<file path="src/rtl/m_unit.sv">
// rtl/m_unit.sv - iterative RV32M multiply/divide unit for the execute stage
module m_unit #(
  parameter int XLEN = 32
) (
  input  logic            clk,
  input  logic            rst,
  input  logic            flush,
  input  logic            valid_in,
  input  logic [31:0]     instruction,
  input  logic [XLEN-1:0] op1,
  input  logic [XLEN-1:0] op2,
  input  logic [4:0]      rd_in,
  output logic            busy,
  output logic            done,
  output logic [XLEN-1:0] result,
  output logic [4:0]      rd_out
);

  typedef enum logic [1:0] {IDLE, CALC, DONE} state_t;

  localparam logic [2:0] F_MUL    = 3'b000;
  localparam logic [2:0] F_MULH   = 3'b001;
  localparam logic [2:0] F_MULHSU = 3'b010;
  localparam logic [2:0] F_MULHU  = 3'b011;
  localparam logic [2:0] F_DIV    = 3'b100;
  localparam logic [2:0] F_DIVU   = 3'b101;
  localparam logic [2:0] F_REM    = 3'b110;
  localparam logic [2:0] F_REMU   = 3'b111;

  localparam logic [4:0]      LAST_COUNT = 5'(XLEN - 1);
  localparam logic [XLEN-1:0] INT_MIN    = {1'b1, {(XLEN-1){1'b0}}};
  localparam logic [XLEN-1:0] ALL_ONES   = {XLEN{1'b1}};

  state_t            state;
  logic [4:0]        count;
  logic [2:0]        func3_q;
  logic              neg_res;   // negate product / quotient at the end
  logic              neg_rem;   // remainder takes the dividend sign
  logic [2*XLEN-1:0] acc;       // {partial product high, multiplier being shifted out}
  logic [XLEN-1:0]   mcand;     // multiplicand magnitude, or divisor magnitude
  logic [XLEN-1:0]   prem;      // partial remainder (always below the divisor)
  logic [XLEN-1:0]   quo;       // dividend bits shifting out, quotient bits shifting in

  // Decode of the instruction presented in EX
  logic [2:0]      func3_in;
  logic            signed1_in;
  logic            signed2_in;
  logic            s1_in;
  logic            s2_in;
  logic [XLEN-1:0] mag1_in;
  logic [XLEN-1:0] mag2_in;
  logic            is_div_in;
  logic            div_zero_in;
  logic            div_ovf_in;
  logic [XLEN-1:0] special_res;
  logic            unused_instr_bits;

  assign func3_in   = instruction[14:12];
  assign is_div_in  = func3_in[2];
  assign signed1_in = (func3_in == F_MUL) || (func3_in == F_MULH) || (func3_in == F_MULHSU) ||
                      (func3_in == F_DIV) || (func3_in == F_REM);
  assign signed2_in = (func3_in == F_MUL) || (func3_in == F_MULH) ||
                      (func3_in == F_DIV) || (func3_in == F_REM);
  assign s1_in      = signed1_in && op1[XLEN-1];
  assign s2_in      = signed2_in && op2[XLEN-1];
  assign mag1_in    = s1_in ? (~op1 + 1'b1) : op1;
  assign mag2_in    = s2_in ? (~op2 + 1'b1) : op2;

  // Divide by zero and signed overflow resolve without iterating
  assign div_zero_in = is_div_in && (op2 == '0);
  assign div_ovf_in  = ((func3_in == F_DIV) || (func3_in == F_REM)) &&
                       (op1 == INT_MIN) && (op2 == ALL_ONES);
  assign special_res = div_zero_in ? (func3_in[1] ? op1 : ALL_ONES)
                                   : (func3_in[1] ? '0 : INT_MIN);

  assign unused_instr_bits = ^{instruction[31:15], instruction[11:0]};

  // One radix-2 step of the shift-add multiplier
  logic [XLEN:0]     mul_sum;
  logic [2*XLEN-1:0] acc_nxt;

  assign mul_sum = {1'b0, acc[2*XLEN-1:XLEN]} + (acc[0] ? {1'b0, mcand} : '0);
  assign acc_nxt = {mul_sum, acc[XLEN-1:1]};

  // One radix-2 step of the restoring divider; trial is the 33-bit partial remainder
  logic [XLEN:0]   trial;
  logic [XLEN:0]   diff;
  logic            fits;
  logic [XLEN-1:0] prem_nxt;
  logic [XLEN-1:0] quo_nxt;

  assign trial    = {prem, quo[XLEN-1]};
  assign diff     = trial - {1'b0, mcand};
  assign fits     = !diff[XLEN];
  assign prem_nxt = fits ? diff[XLEN-1:0] : trial[XLEN-1:0];
  assign quo_nxt  = {quo[XLEN-2:0], fits};

  // Sign correction of the values produced by the final iteration
  logic [2*XLEN-1:0] prod_fix;
  logic [XLEN-1:0]   quo_fix;
  logic [XLEN-1:0]   rem_fix;

  assign prod_fix = neg_res ? (~acc_nxt + 1'b1) : acc_nxt;
  assign quo_fix  = neg_res ? (~quo_nxt + 1'b1) : quo_nxt;
  assign rem_fix  = neg_rem ? (~prem_nxt + 1'b1) : prem_nxt;

  // Pick the result half / kind for the latched operation
  logic [XLEN-1:0] calc_res;

  always_comb begin
    calc_res = '0;
    case (func3_q)
      F_MUL:                     calc_res = prod_fix[XLEN-1:0];
      F_MULH, F_MULHSU, F_MULHU: calc_res = prod_fix[2*XLEN-1:XLEN];
      F_DIV, F_DIVU:             calc_res = quo_fix;
      F_REM, F_REMU:             calc_res = rem_fix;
      default:                   calc_res = '0;
    endcase
  end

  // Stall request: asserted on acceptance and throughout the iterations
  assign busy = !rst && !flush && (((state == IDLE) && valid_in) || (state == CALC));

  // Operation sequencer: accept, iterate, present the result for one cycle
  always_ff @(posedge clk) begin
    if (rst) begin
      state   <= IDLE;
      count   <= '0;
      func3_q <= '0;
      neg_res <= 1'b0;
      neg_rem <= 1'b0;
      acc     <= '0;
      mcand   <= '0;
      prem    <= '0;
      quo     <= '0;
      done    <= 1'b0;
      result  <= '0;
      rd_out  <= '0;
    end else if (flush) begin
      state <= IDLE;
      count <= '0;
      done  <= 1'b0;
    end else begin
      case (state)
        IDLE: begin
          done <= 1'b0;
          if (valid_in) begin
            func3_q <= func3_in;
            rd_out  <= rd_in;
            neg_res <= s1_in ^ s2_in;
            neg_rem <= s1_in;
            count   <= '0;
            if (div_zero_in || div_ovf_in) begin
              result <= special_res;
              done   <= 1'b1;
              state  <= DONE;
            end else begin
              acc   <= {{XLEN{1'b0}}, mag2_in};
              mcand <= is_div_in ? mag2_in : mag1_in;
              prem  <= '0;
              quo   <= mag1_in;
              state <= CALC;
            end
          end
        end
        CALC: begin
          acc   <= acc_nxt;
          prem  <= prem_nxt;
          quo   <= quo_nxt;
          count <= count + 5'd1;
          if (count == LAST_COUNT) begin
            result <= calc_res;
            done   <= 1'b1;
            state  <= DONE;
          end
        end
        DONE: begin
          done  <= 1'b0;
          state <= IDLE;
        end
        default: begin
          done  <= 1'b0;
          state <= IDLE;
        end
      endcase
    end
  end

endmodule

</file>
<file path="config.mk">
export PLATFORM = sky130hd
export DESIGN_NAME = m_unit
export DESIGN_NICKNAME = d
export VERILOG_FILES = /design/src/rtl/m_unit.sv
export SDC_FILE = /design/constraint.sdc
export NUM_CORES = 1
export LEC_CHECK = 0
export BUFFER_PORTS_ARGS = -buffer_cell sky130_fd_sc_hd__clkbuf_2
export CELL_PAD_IN_SITES_DETAIL_PLACEMENT = 1
export CELL_PAD_IN_SITES_GLOBAL_PLACEMENT = 2
export CORE_ASPECT_RATIO = 2
export CORE_UTILIZATION = 32
export DETAILED_ROUTE_END_ITERATION = 6
export PLACE_DENSITY = 0.85
export SLEW_MARGIN = 20
export SYNTH_ARGS = -nofsm -noshare
export SYNTH_HDL_FRONTEND = slang
export SYNTH_SLANG_ARGS = --single-unit
</file>
<file path="constraint.sdc">
create_clock -name clk -period 5.7 [get_ports clk]
set_input_delay 0.285 -clock clk [delete_from_list [all_inputs] [get_ports clk]]
set_output_delay 0.285 -clock clk [all_outputs]
set_load 0.01 [all_outputs]
</file>
After elaboration in Yosys (flattened, before gate mapping) --
Cells that the tools add are included.
Cells by class: $add $sub $neg 8, mux-type cells 35, eq/ne operators 19, reductions and logical operators 35, bitwise logic cells 8
Operators by type and width (count):
- 2-to-1 mux 32 bit | 17
- 2-to-1 mux 64 bit | 3
- case mux 32 bit (2 select lines) | 3
- adder 32 x 1 -> 32 bit (second input constant) | 4
- NOT 32 bit | 4
- case mux 32 bit (4 select lines) | 1
- case mux 64 bit (2 select lines) | 1
- adder 64 x 1 -> 64 bit (second input constant) | 1
- == test 32 bit (second input constant) | 2
- NOT 64 bit | 1
- adder 32 x 32 -> 33 bit | 1
- subtractor 33 x 32 -> 33 bit | 1
- logical NOT 32 bit | 1
- == test 3 bit (second input constant) | 6
- case mux 5 bit (2 select lines) | 1
- == test 3 x 2 -> 1 bit (second input constant) | 3
- logical OR 1 bit | 9
- logical AND 1 bit | 8
- AND reduction 4 bit | 2
- == test 3 x 1 -> 1 bit (second input constant) | 2
- logical NOT 3 bit | 2
- 2-to-1 mux 2 bit | 3
- OR reduction 2 bit | 3
- adder 5 x 1 -> 5 bit (second input constant) | 1
- 17 further kinds | 25
Word-level totals: logic and storage cells 117, output and inout port bits 39, bits in registers 210, bits of input ports 105

Longest topological paths before layout --
Gate-level depths: netlist of run 1.
depth in word-level cells 10, mapped depth 24, depth with buffers taken out 22

Least setup slack after synthesis of run 1 --
Ideal clock, no wire load.
path type register -> register, start reg mcand[6], end reg result[28], cell stages (with the launch flop) 24, buffers on the path 4, data required time 5.565 ns, clock period less this slack 5.643 ns, data arrival time 5.508 ns, library setup time 0.135 ns, path slack 0.057 ns, cells stage by stage dfxtp_1 > inv_1 > ha_1 > clkbuf_1 > o21ai_1 > a2111oi_0 > a22oi_1 > a211oi_1 > nor3_1 > nor2_1 > clkbuf_1 > buf_2 > mux2_1 > inv_1 > ha_1 > nand2_1 > nor4_1 > nand4b_1 > a32o_1 > clkbuf_1 > or3_1 > o311a_1 > o21ai_1 > a211oi_2
On the way: word-level cells in the longest chain between the ends 8, elaborated cells between the ends (all ways) 17, those cells by class add/sub (5); mux (8); bitwise (3); reduce/logical (1)
RTL lines:
- start: declaration | RTL line 40 | logic [XLEN-1:0] mcand;
- start signal: assignment | RTL line 159 | mcand <= is_div_in ? mag2_in : mag1_in;
- 2-to-1 mux 32 bit / subtractor 33 x 32 -> 33 bit (equally long branches) | RTL line 82, 93
- adder 32 x 32 -> 33 bit, or another cell as far along | RTL line 82 | assign mul_sum = {1'b0, acc[2*XLEN-1:XLEN]} + (acc[0] ? {1'b0, mcand} : '0);
- NOT 64 bit, or another cell as far along | RTL line 103 | assign prod_fix = neg_res ? (~acc_nxt + 1'b1) : acc_nxt;
- adder 64 x 1 -> 64 bit, or another cell as far along | RTL line 103
- 2-to-1 mux 64 bit, or another cell as far along | RTL line 103
- case mux 32 bit (4 select lines) (*) | RTL line 112 | case (func3_q)
- 2-to-1 mux 32 bit (*) | RTL line 171 | if (count == LAST_COUNT) begin
- case mux 32 bit (2 select lines) (*) | RTL line 144 | case (state)
- end signal: assignment | RTL line 154 | result <= special_res;
- end signal: assignment | RTL line 172 | result <= calc_res;
- end: declaration | RTL line 15 | output logic [XLEN-1:0] result,
Every way passes the cells marked *; elsewhere a longest branch is shown, timed or not. The select of a mux whose other input is x is not followed. A chain may end at the register's enable or synchronous reset.

Final worst setup path of run 1 --
start reg quo[31], end reg result[16]
On the way: word-level cells in the longest chain between the ends 8, elaborated cells between the ends (all ways) 12, those cells by class add/sub (3); mux (6); bitwise (2); reduce/logical (1)
RTL lines:
- start: declaration | RTL line 42 | logic [XLEN-1:0] quo;
- start signal: assignment | RTL line 161 | quo <= mag1_in;
- start signal: assignment | RTL line 169 | quo <= quo_nxt;
- subtractor 33 x 32 -> 33 bit | RTL line 93 | assign diff = trial - {1'b0, mcand};
- 2-to-1 mux 32 bit / logical NOT 1 bit (equally long branches) | RTL line 95, 94
- NOT 32 bit, on equally long branches | RTL line 105, 104
- adder 32 x 1 -> 32 bit, on equally long branches | RTL line 105, 104
- 2-to-1 mux 32 bit, on equally long branches | RTL line 105, 104
- case mux 32 bit (4 select lines) (*) | RTL line 112
- 2-to-1 mux 32 bit (*) | RTL line 171
- case mux 32 bit (2 select lines) (*) | RTL line 144
Marks and branches as above.

==> results of run 1 <==
synthesized netlist by cell type (28+ instances only):
library cell	n
xor2_1	107
nand2_1	222
dfxtp_1	210
a22oi_1	62
o21ai_0	137
o31ai_1	46
a21o_1	28
clkbuf_1	170
inv_1	61
o21ai_1	37
nor3_1	50
or3_1	30
xnor2_1	96
mux2i_1	69
nand3_1	36
nor2_1	362
and2_1	46
a21oi_1	242
ha_1	72
nand4_1	35
a211oi_1	86
area by class of cell:
cell class,count,area [sq um],area share [%]
diodes,1,2.502,0.01178
clock buffers,29,618.1,2.908
clock inverters,12,150.1,0.7065
inverters,65,244.0,1.148
multi-input cells,2159,13740,64.63
flip-flops and latches,210,4205,19.79
well taps,762,953.4,4.486
repair buffers,211,1343,6.317
power by group:
part	leakage, nW	internal [mW]	switching [mW]
combinational	6.13	0.602	1.26
clock	0.375	0.911	0.739
sequential	1.71	1.52	0.0823
total	8.21	3.03	2.08
registers in the layout, summed over array words and instances (netlist names):
register  cells
acc          64
mcand        32
prem         32
quo          32
result       32
count         5
rd_out        5
func3_q       3
state         2
done          1
neg_rem       1
neg_res       1
cell usage in the layout (no fill, tap or decap), types with 35 or more instances in the layout:
master	instances
a211oi_1	86
a21oi_1	242
a22oi_1	61
and2_1	47
buf_4	90
clkbuf_2	113
dfxtp_1	209
ha_1	72
inv_1	61
mux2i_1	69
nand2_1	222
nand3_1	36
nand4_1	35
nor2_1	360
nor3_1	48
o21ai_0	136
o21ai_1	36
o31ai_1	46
xnor2_1	96
xor2_1	107
worst min path at each step:
stage,startpoint,end
global placement,rd_out[1]$_SDFFE_PP0P_,rd_out[1]$_SDFFE_PP0P_
detailed placement,rd_out[3]$_SDFFE_PP0P_,rd_out[3]$_SDFFE_PP0P_
CTS,instruction[12],func3_q[0]$_SDFFE_PP0P_
floorplan,instruction[12],func3_q[0]$_SDFFE_PP0P_
global route,instruction[12],func3_q[0]$_SDFFE_PP0P_
finish,instruction[12],func3_q[0]$_SDFFE_PP0P_
metrics by stage:
| step | setup WS [ps] | std cells | total power [mW] | utilization [%] |
|---|---|---|---|---|
| finish | 344.5 | 3449 | 5.109 | 36.63 |
| global route | 31.03 | 3449 | 5.284 | 36.63 |
| CTS | 130.7 | 3448 | 5.065 | 36.59 |
| detailed placement | 177.0 | 3402 | 3.421 | 35.18 |
| global placement | 257.9 | 3402 | 3.388 | 35.17 |
| floorplan | 56.97 | 2612 | 2.699 | - |
logic make-up (layout without fill, tap and decap cells):
kind of cell,Yosys count,count (layout),share of synthesized area [%]
AO/OA/AOI/OAI,851,851,29.57
XOR/XNOR,203,203,9.465
adder cells (fa/ha/maj),74,74,5.009
buffers and inverters,243,317,4.942
flip-flops,210,210,22.38
multiplexers,84,84,4.576
other,0,1,0
AND/OR/NAND/NOR,947,947,24.05
worst min-delay path, delay by kind of cell:
kind | cells | cell delay [ps]
AND/OR/NAND/NOR | 1 | 110
buffers and inverters | 1 | 190
AO/OA/AOI/OAI | 1 | 60
timing repair:
item                                    4_1_cts  5_1_grt
hold buffers                                  5        0
endpoints found under the hold margin         5        0
gates resized for setup                       0        4
endpoints found under the setup margin        0        7
metal layers:
layer	up-vias	part of all wire, %	wire (um)	track usage (%)
met4	6	12	11410	33.06
met2	715	51	50090	60.29
met3	387	4.5	4425	5.079
met5	-	0.043	42	0
met1	10300	33	31920	28.88
li1	9696	-	-	-
==> impl_metrics.py, run 1 <==
metrics = {
    "global_routing": {
        "grt_pass1_wl_mm": 142.9,
        "grt_usage_pct": 32.30,
        "antenna_found_initial": 4,
        "grt_pass1_vias": 22210,
        "gr-total-overflow": 0,
        "grt_max_degree": 116,
    },
    "worst_setup_path": {
        "r2r_setup_slack_ps": 340,
        "crit_slowest_cell": "o21ai_1",
        "r2r_end": "result[16]$_SDFFE_PP0P_",
        "critPathArrivalTime_ps": 5850,
        "path_class": "reg2reg",
        "endpoint": "result[16]$_SDFFE_PP0P_",
        "worstSetupEndpointType": "register",
        "critPathMaxFanout": 9,
        "max_stage_delay_ps": 530,
        "crit_chain": "inv_1 -> ha_1 -> inv_1 -> fa_1 -> a211oi_1 -> o211ai_1 -> a22oi_2 -> a211o_1 -> a21boi_1 -> nor2_4 -> mux2_1 -> inv_1 -> ha_1 -> nand2_1 -> nor4_1 -> buf_4 -> nand4b_1 -> a32o_1 -> o31ai_1 -> xor2_1 -> o21ai_1 -> a22o_1",
        "start_kind": "register",
        "crit_buf_inv": 4,
        "rr_startpoint": "quo[31]$_SDFFE_PP0P_",
        "crit_required_ps": 6190,
        "cp-startpoint": "quo[31]$_SDFFE_PP0P_",
        "critPathTopFamily": "compound AO/OA/AOI/OAI gates",
        "rr_worst_depth": 22,
        "crit_cells": 22,
        "worst_path_most_repeated_cell": "inv_1",
    },
    "logic_synthesis": {
        "synthCells": 2612,
        "ys_seq_area_share_pct": 22.38,
        "synth-main-ff-cell": "dfxtp_1",
        "netlist_area_sq_um": 18780,
        "yosysWarnings": 0,
        "synth_top_cells_by_area": "dfxtp_1 (22%), nor2_1 (7.2%), a21oi_1 (6.4%)",
        "synthDistinctLibCells": 87,
        "syn_avg_cell_area_sq_um": 7.192,
        "ys_ff_latch": 210,
        "syn_nets": 2791,
        "synth_edf_count": 0,
        "yosysTopAreaCell": "dfxtp_1",
        "synth.top_cell.area_share_pct": 22.38,
        "synthArstFlopShare_pct": 0,
    },
    "floorplanning": {
        "core.rowCount": 125,
        "die_area_sq_um": 59730,
        "dieHeight_um": 344.6,
        "die_w_um": 173.3,
        "pin_count": 144,
        "core_area_sq_um": 58020,
        "start_util_pct": 32.37,
    },
    "drt": {
        "remaining_drc_errors": 0,
        "drt_wl_total_mm": 97.89,
        "antenna_left": 0,
        "avgViaCountPerCell": 6.119,
        "drt_pass1_iterations": 5,
        "wire_per_inst_um": 28.38,
        "num_vias": 21110,
        "first_iter_violations": 1162,
    },
    "layout": {
        "nFillCells": 7213,
        "drive_gt1_share_pct": 11.39,
        "fin_area_sq_um": 21250,
        "nets": 2849,
        "areaGrowthSynthToFinish_pct": 13.14,
    },
    "sta": {
        "period_share_pct": 93.96,
        "skew_ps": 27.31,
        "fmax_mhz": 186.7,
        "slew_violations": 0,
        "setup_tns_ps": 0,
        "fin_crit_ps": 5355,
        "whs_ps": 127.2,
        "setup_viol": 0,
        "worstMarginPinSlew_ps": 1145,
        "finalHoldViolations": 0,
        "rsz0062_at_grt": "false",
        "slew_headroom_pct": 23.66,
    },
    "placed_design": {
        "portBuffers": 114,
        "gp_congestion": 0.9968,
        "placed_cell_area_sq_um": 20410,
        "dp_hpwl_mm": 78.12,
    },
    "cts": {
        "clock_tree.root_cell": "clkbuf_16",
        "htreeDepth": 1,
        "clk_pin_slew_ps": 70,
        "cts.sinks": 210,
        "clk_latency_ps": 570,
        "cts_tree": "yes",
        "postCtsSetupBuffers": 0,
        "cts_buffers": 23,
        "clock_path_buffers": 3,
    },
    "job": {
        "cap_violations": 0,
    },
    "power_and_ir_drop": {
        "ir_worst_vdd_mv": 0.2095,
        "leakagePower_nw": 8.214,
        "power.density_nw_per_um2": 240.4,
    },
    "hold_path": {
        "holdPathStages": 3,
        "hp-class": "in2reg",
    },
    "run_status": {
        "outcome": "complete, no violations",
    },
}
No activity file was read; power rests on OpenSTA's default activity.
==> run 2, diff against run 1 <==
--- a/config.mk
+++ b/config.mk
@@ -11,7 +11,7 @@
 export CORE_ASPECT_RATIO = 2
 export CORE_UTILIZATION = 32
 export DETAILED_ROUTE_END_ITERATION = 6
-export PLACE_DENSITY = 0.85
+export PLACE_DENSITY_LB_ADDON = 0.1
 export SLEW_MARGIN = 20
 export SYNTH_ARGS = -nofsm -noshare
 export SYNTH_HDL_FRONTEND = slang
==> run 2 against run 1 <==
Register-to-register slack got worse by 40 ps. Critical endpoint is now result[30]$_SDFFE_PP0P_. Worst hold slack got worse by 22 ps. Via count decreased by 1.1%. Combinational power increased by 2%. Cell count increased by 0.72%. Non-clock buffer count increased by 24. Fmax decreased by 0.70%. Final area increased by 1.2%.
==> impl_metrics.py, run 2 (synthesis gave the netlist of run 1 again) <==
metrics = {
    "run_status": {
        "outcome": "complete, no violations",
    },
    "sta": {
        "fmax_mhz": 185.4,
        "skew_ps": 29.21,
        "finalHoldViolations": 0,
        "setup_viol": 0,
        "fin_crit_ps": 5393,
        "slew_violations": 0,
        "rsz0062_at_grt": "false",
        "worstMarginPinSlew_ps": 1190,
        "slew_headroom_pct": 19.85,
        "setup_tns_ps": 0,
        "period_share_pct": 94.61,
    },
    "layout": {
        "instances_no_fill": 3474,
        "final_core_util_pct": 37.05,
        "fin_area_sq_um": 21500,
        "regMostFlops": "acc",
        "antenna_cells": 0,
        "nets": 2874,
        "drive_gt1_share_pct": 12.09,
        "largest_register_ffs": 64,
        "final_cell_mix": "nor2_1 (360), a21oi_1 (242), nand2_1 (222), dfxtp_1 (209), o21ai_0 (136)",
        "areaGrowthSynthToFinish_pct": 14.45,
        "mostFrequentLayoutCell": "nor2_1",
    },
    "placed_design": {
        "dp_hpwl_mm": 79.22,
        "gp_congestion": 0.9357,
        "portBuffers": 114,
        "placed_cells": 3426,
        "placed_cell_area_sq_um": 20620,
    },
    "power_and_ir_drop": {
        "power.density_nw_per_um2": 243.0,
        "leakagePower_nw": 8.356,
        "pwr-share-comb_pct": 36.4,
        "clockPowerShare_pct": 33.0,
        "p_sw_mw": 2.098,
        "sw_frac_of_total_pct": 40.16,
        "ir_worst_vdd_mv": 0.2179,
        "totalPowerFinal_mw": 5.223,
        "p_seq_share_pct": 30.6,
        "p_int_mw": 3.125,
    },
    "worst_setup_path": {
        "critPathMaxFanout": 10,
        "worst_path_most_repeated_cell": "buf_4",
        "start_kind": "register",
        "critPathTopFamily": "compound AO/OA/AOI/OAI gates",
        "critPathArrivalTime_ps": 5870,
        "max_stage_delay_ps": 410,
        "path_class": "reg2reg",
        "worstSetupEndpointType": "register",
        "crit_required_ps": 6180,
        "crit_slowest_cell": "fa_1",
        "crit_buf_inv": 7,
    },
    "drt": {
        "drt_pass1_iterations": 5,
        "drt_wl_total_mm": 98.67,
        "met3_length_mm": 2.826,
        "avgViaCountPerCell": 6.009,
        "first_iter_violations": 1116,
        "remaining_drc_errors": 0,
        "highest_layer": "met4",
        "num_vias": 20880,
        "met2_length_mm": 52.30,
        "wl_met1_mm": 35.33,
        "antenna_left": 0,
        "wire_per_inst_um": 28.40,
    },
    "global_routing": {
        "grt_max_degree": 140,
        "grt_pass1_vias": 21840,
        "grt_usage_pct": 32.56,
        "gr-total-overflow": 0,
        "antenna_found_initial": 0,
        "grt_pass1_wl_mm": 144.0,
    },
    "hold_path": {
        "hp-class": "in2reg",
    },
    "cts": {
        "clock_tree.root_cell": "clkbuf_16",
        "clock_path_buffers": 3,
        "cts_buffers": 24,
        "htreeDepth": 1,
        "cts.sinks": 210,
        "clk_pin_slew_ps": 70,
        "cts_tree": "yes",
        "clk_latency_ps": 590,
    },
    "floorplanning": {
        "die_w_um": 173.3,
        "die_area_sq_um": 59730,
        "pin_count": 144,
        "core.rowCount": 125,
        "dieHeight_um": 344.6,
        "start_util_pct": 32.37,
        "core_area_sq_um": 58020,
    },
    "job": {
        "cap_violations": 0,
    },
}
-- run 2: worst paths after layout --
path | start | endpoint | slack, ps | cells after the start
setup reg to reg | quo[31]$_SDFFE_PP0P_ | result[30]$_SDFFE_PP0P_ | 310 | 25
hold / removal | instruction[13] | func3_q[1]$_SDFFE_PP0P_ | 110 | 3
setup / recovery | quo[31]$_SDFFE_PP0P_ | result[30]$_SDFFE_PP0P_ | 310 | 25
hold reg to reg | rd_out[1]$_SDFFE_PP0P_ | rd_out[1]$_SDFFE_PP0P_ | 460 | 2
-- run 2: power by group through the flow --
stage	registers, mW	logic [mW]	clock network [mW]
after detailed placement	1.63	1.87	0
after global placement	1.63	1.85	0
after global routing	1.61	2.02	1.79
final	1.60	1.90	1.72
after floorplan	1.59	1.11	0
after CTS	1.60	1.89	1.76
-- run 2: tightest hold or removal path, stage by stage --
cell      delay [ps]
clkbuf_2         180
nand2_1          100
a21oi_1           60
-- run 2: layout make-up --
| type | count | area (sq um) |
|---|---|---|
| clock buffers | 35 | 681.9 |
| clock inverters | 8 | 130.1 |
| fillers | 7215 | 36530 |
| inverters | 65 | 244.0 |
| multi-input cells | 2159 | 13740 |
| flip-flops and latches | 210 | 4205 |
| well taps | 762 | 953.4 |
| repair buffers | 235 | 1548 |
-- run 2: repair_timing --
| action | 4_1_cts | 5_1_grt |
|---|---|---|
| endpoints found under the hold margin | 5 | 0 |
| setup endpoints to repair | 0 | 3 |
| gates resized for setup | 0 | 3 |
| hold buffers | 5 | 0 |
| buffers inserted | 0 | 0 |
-- run 2: per-layer routing --
layer	global-route usage [%]	vias to the layer above
met5	0	-
met4	24.83	0
met3	2.628	243
met2	62.81	540
met1	32.11	10340
li1	-	9752
-- run 2: stage by stage --
step / setup slack, ps / hold slack (ps)
4_1_cts: 177.2 / 74.45
5_1_grt: 1.510 / 125.7
2_1_floorplan: 56.97 / 421.0
3_5_place_dp: 168.4 / 449.8
6_report: 307.0 / 105.1
3_3_place_gp: 256.6 / 444.9
==> run 3, diff against run 2 <==
--- a/config.mk
+++ b/config.mk
@@ -5,12 +5,13 @@
 export SDC_FILE = /design/constraint.sdc
 export NUM_CORES = 1
 export LEC_CHECK = 0
-export BUFFER_PORTS_ARGS = -buffer_cell sky130_fd_sc_hd__clkbuf_2
 export CELL_PAD_IN_SITES_DETAIL_PLACEMENT = 1
 export CELL_PAD_IN_SITES_GLOBAL_PLACEMENT = 2
 export CORE_ASPECT_RATIO = 2
-export CORE_UTILIZATION = 32
+export CORE_UTILIZATION = 35
+export CTS_BUF_LIST = sky130_fd_sc_hd__clkbuf_4
 export DETAILED_ROUTE_END_ITERATION = 6
+export DONT_BUFFER_PORTS = 1
 export PLACE_DENSITY_LB_ADDON = 0.1
 export SLEW_MARGIN = 20
 export SYNTH_ARGS = -nofsm -noshare
==> run 3 against run 2 <==
Setup slack got worse by 33 ps. First-iteration DRC count is 3.0% higher. Critical path type unchanged. The flow now finishes with violations (design-rule violations). Via count about the same. Routed wire length decreased by 2.4%.
==> impl_metrics.py, run 3 (synthesis gave the netlist of run 1 again) <==
metrics = {
    "run_status": {
        "outcome": "finished with violations",
        "violations": "design-rule violations",
    },
    "layout": {
        "mostFrequentLayoutCell": "nor2_1",
        "drive_gt1_share_pct": 9.108,
        "nFillCells": 6664,
        "areaGrowthSynthToFinish_pct": 13.24,
        "nets": 2844,
        "largest_register_ffs": 64,
        "final_cell_mix": "nor2_1 (360), a21oi_1 (242), nand2_1 (222), dfxtp_1 (209), o21ai_0 (136)",
        "instances_no_fill": 3368,
        "fin_area_sq_um": 21270,
        "regMostFlops": "acc",
    },
    "sta": {
        "slew_headroom_pct": 29.33,
        "fmax_mhz": 184.3,
        "setup_tns_ps": 0,
        "worstMarginPinSlew_ps": 1033,
        "slew_violations": 0,
        "finalWorstSetupSlack_ps": 273.9,
        "finalHoldViolations": 0,
        "skew_ps": 31.01,
        "setup_viol": 0,
        "period_share_pct": 95.19,
        "rsz0062_at_grt": "false",
        "fin_crit_ps": 5426,
    },
    "global_routing": {
        "grt_pass1_vias": 22000,
        "grt_pass1_wl_mm": 141.8,
        "antenna_found_initial": 1,
        "gr-total-overflow": 0,
        "grt_usage_pct": 34.92,
        "grt_max_degree": 199,
    },
    "floorplanning": {
        "die_w_um": 165.8,
        "core_area_sq_um": 52860,
        "pin_count": 144,
        "core.rowCount": 119,
        "start_util_pct": 35.54,
        "die_area_sq_um": 54660,
        "dieHeight_um": 329.6,
    },
    "worst_setup_path": {
        "start_kind": "register",
        "cp-startpoint": "acc[0]$_SDFFE_PP0P_",
        "r2r_end": "result[29]$_SDFFE_PP0P_",
        "rr_startpoint": "acc[0]$_SDFFE_PP0P_",
        "r2r_setup_slack_ps": 270,
        "crit_required_ps": 6410,
        "critPathMaxFanout": 30,
        "endpoint": "result[29]$_SDFFE_PP0P_",
        "critPathArrivalTime_ps": 6130,
        "worstSetupEndpointType": "register",
        "path_class": "reg2reg",
        "rr_worst_depth": 15,
    },
    "cts": {
        "clock_tree.root_cell": "clkbuf_4",
        "cts_buffers": 55,
        "postCtsSetupBuffers": 0,
        "cts_tree": "yes",
        "clk_pin_slew_ps": 70,
        "clock_path_buffers": 3,
        "htreeDepth": 2,
        "cts.sinks": 210,
        "clk_latency_ps": 840,
    },
    "hold_path": {
        "hp-class": "in2reg",
    },
    "power_and_ir_drop": {
        "ir_worst_vdd_mv": 0.1496,
        "totalPowerFinal_mw": 4.870,
        "leakagePower_nw": 8.093,
        "power.density_nw_per_um2": 229.0,
    },
    "drt": {
        "avgViaCountPerCell": 6.199,
        "num_vias": 20880,
        "wire_per_inst_um": 28.59,
        "antenna_left": 0,
        "remaining_drc_errors": 4,
        "drt_wl_total_mm": 96.29,
        "drt_pass1_iterations": 7,
        "first_iter_violations": 1150,
    },
    "placed_design": {
        "placed_cell_area_sq_um": 19810,
        "place_ws_ps": 125.7,
        "placed_cells": 3199,
        "dp_hpwl_mm": 75.17,
        "portBuffers": 0,
        "gp_congestion": 0.9511,
    },
    "job": {
        "cap_violations": 0,
    },
}
-- run 3: metal layers --
| layer | track usage, % | part of all wire [%] | vias up |
|---|---|---|---|
| met1 | 33.58 | 35 | 10300 |
| met4 | 29.76 | 9.6 | 0 |
| met2 | 66.57 | 52 | 554 |
| met5 | 0 | 0 | - |
| met3 | 3.762 | 3.3 | 296 |
| li1 | - | - | 9725 |
-- run 3: layout make-up --
| cell class | count | area [sq um] | area share, % |
|---|---|---|---|
| multi-input combinational | 2159 | 13730 | 64.54 |
| inverter | 65 | 244.0 | 1.147 |
| sequential | 210 | 4205 | 19.77 |
| timing repair buffer | 174 | 1589 | 7.471 |
| antenna | 2 | 5.005 | 0.02353 |
| clock inverter | 16 | 90.09 | 0.4235 |
| tap | 665 | 832.0 | 3.912 |
| clock buffer | 77 | 578.1 | 2.718 |
-- run 3: worst min path at each step --
stage	end	slack, ps	cells after the start	startpoint
after floorplan	func3_q[0]$_SDFFE_PP0P_	420	2	instruction[12]
after global placement	rd_out[1]$_SDFFE_PP0P_	370	1	rst
after detailed placement	rd_out[1]$_SDFFE_PP0P_	370	1	rst
after CTS	quo[2]$_SDFFE_PP0P_	4	4	op1[2]
after global routing	mcand[1]$_SDFFE_PP0P_	40	4	instruction[14]
final	quo[28]$_SDFFE_PP0P_	20	2	rst
-- run 3: critical path, cell delays in order (launching register included) --
cell and delay, ps:
dfxtp_1 400, buf_4 340, and2_1 200, ha_1 270
xor2_1 250, or4_1 540, or3_1 380, or3_1 430
nor4_2 430, or4b_1 660, nor4_4 310, buf_4 200
nand3_1 100, mux2_1 370, a211oi_1 310, a21oi_1 110
-- run 3: timing repair --
item | in CTS | in global routing
resized for setup | 0 | 3
endpoints found under the setup margin | 0 | 8
hold buffers | 74 | 0
endpoints found under the hold margin | 210 | 0
-- run 3: where the power goes --
group	switching, mW	internal [mW]	total [mW]	leakage [nW]
combinational	1.20	0.644	1.84	5.99
clock	0.760	0.661	1.42	0.402
sequential	0.0866	1.52	1.61	1.71
-- run 3: through the flow --
stage / hold slack [ps] / util (%)
after detailed placement: 374.1 / 37.48
after floorplan: 421.0 / -
after global placement: 372.4 / 37.47
after global routing: 39.20 / 40.24
final: 19.95 / 40.24
after CTS: 4.428 / 40.21
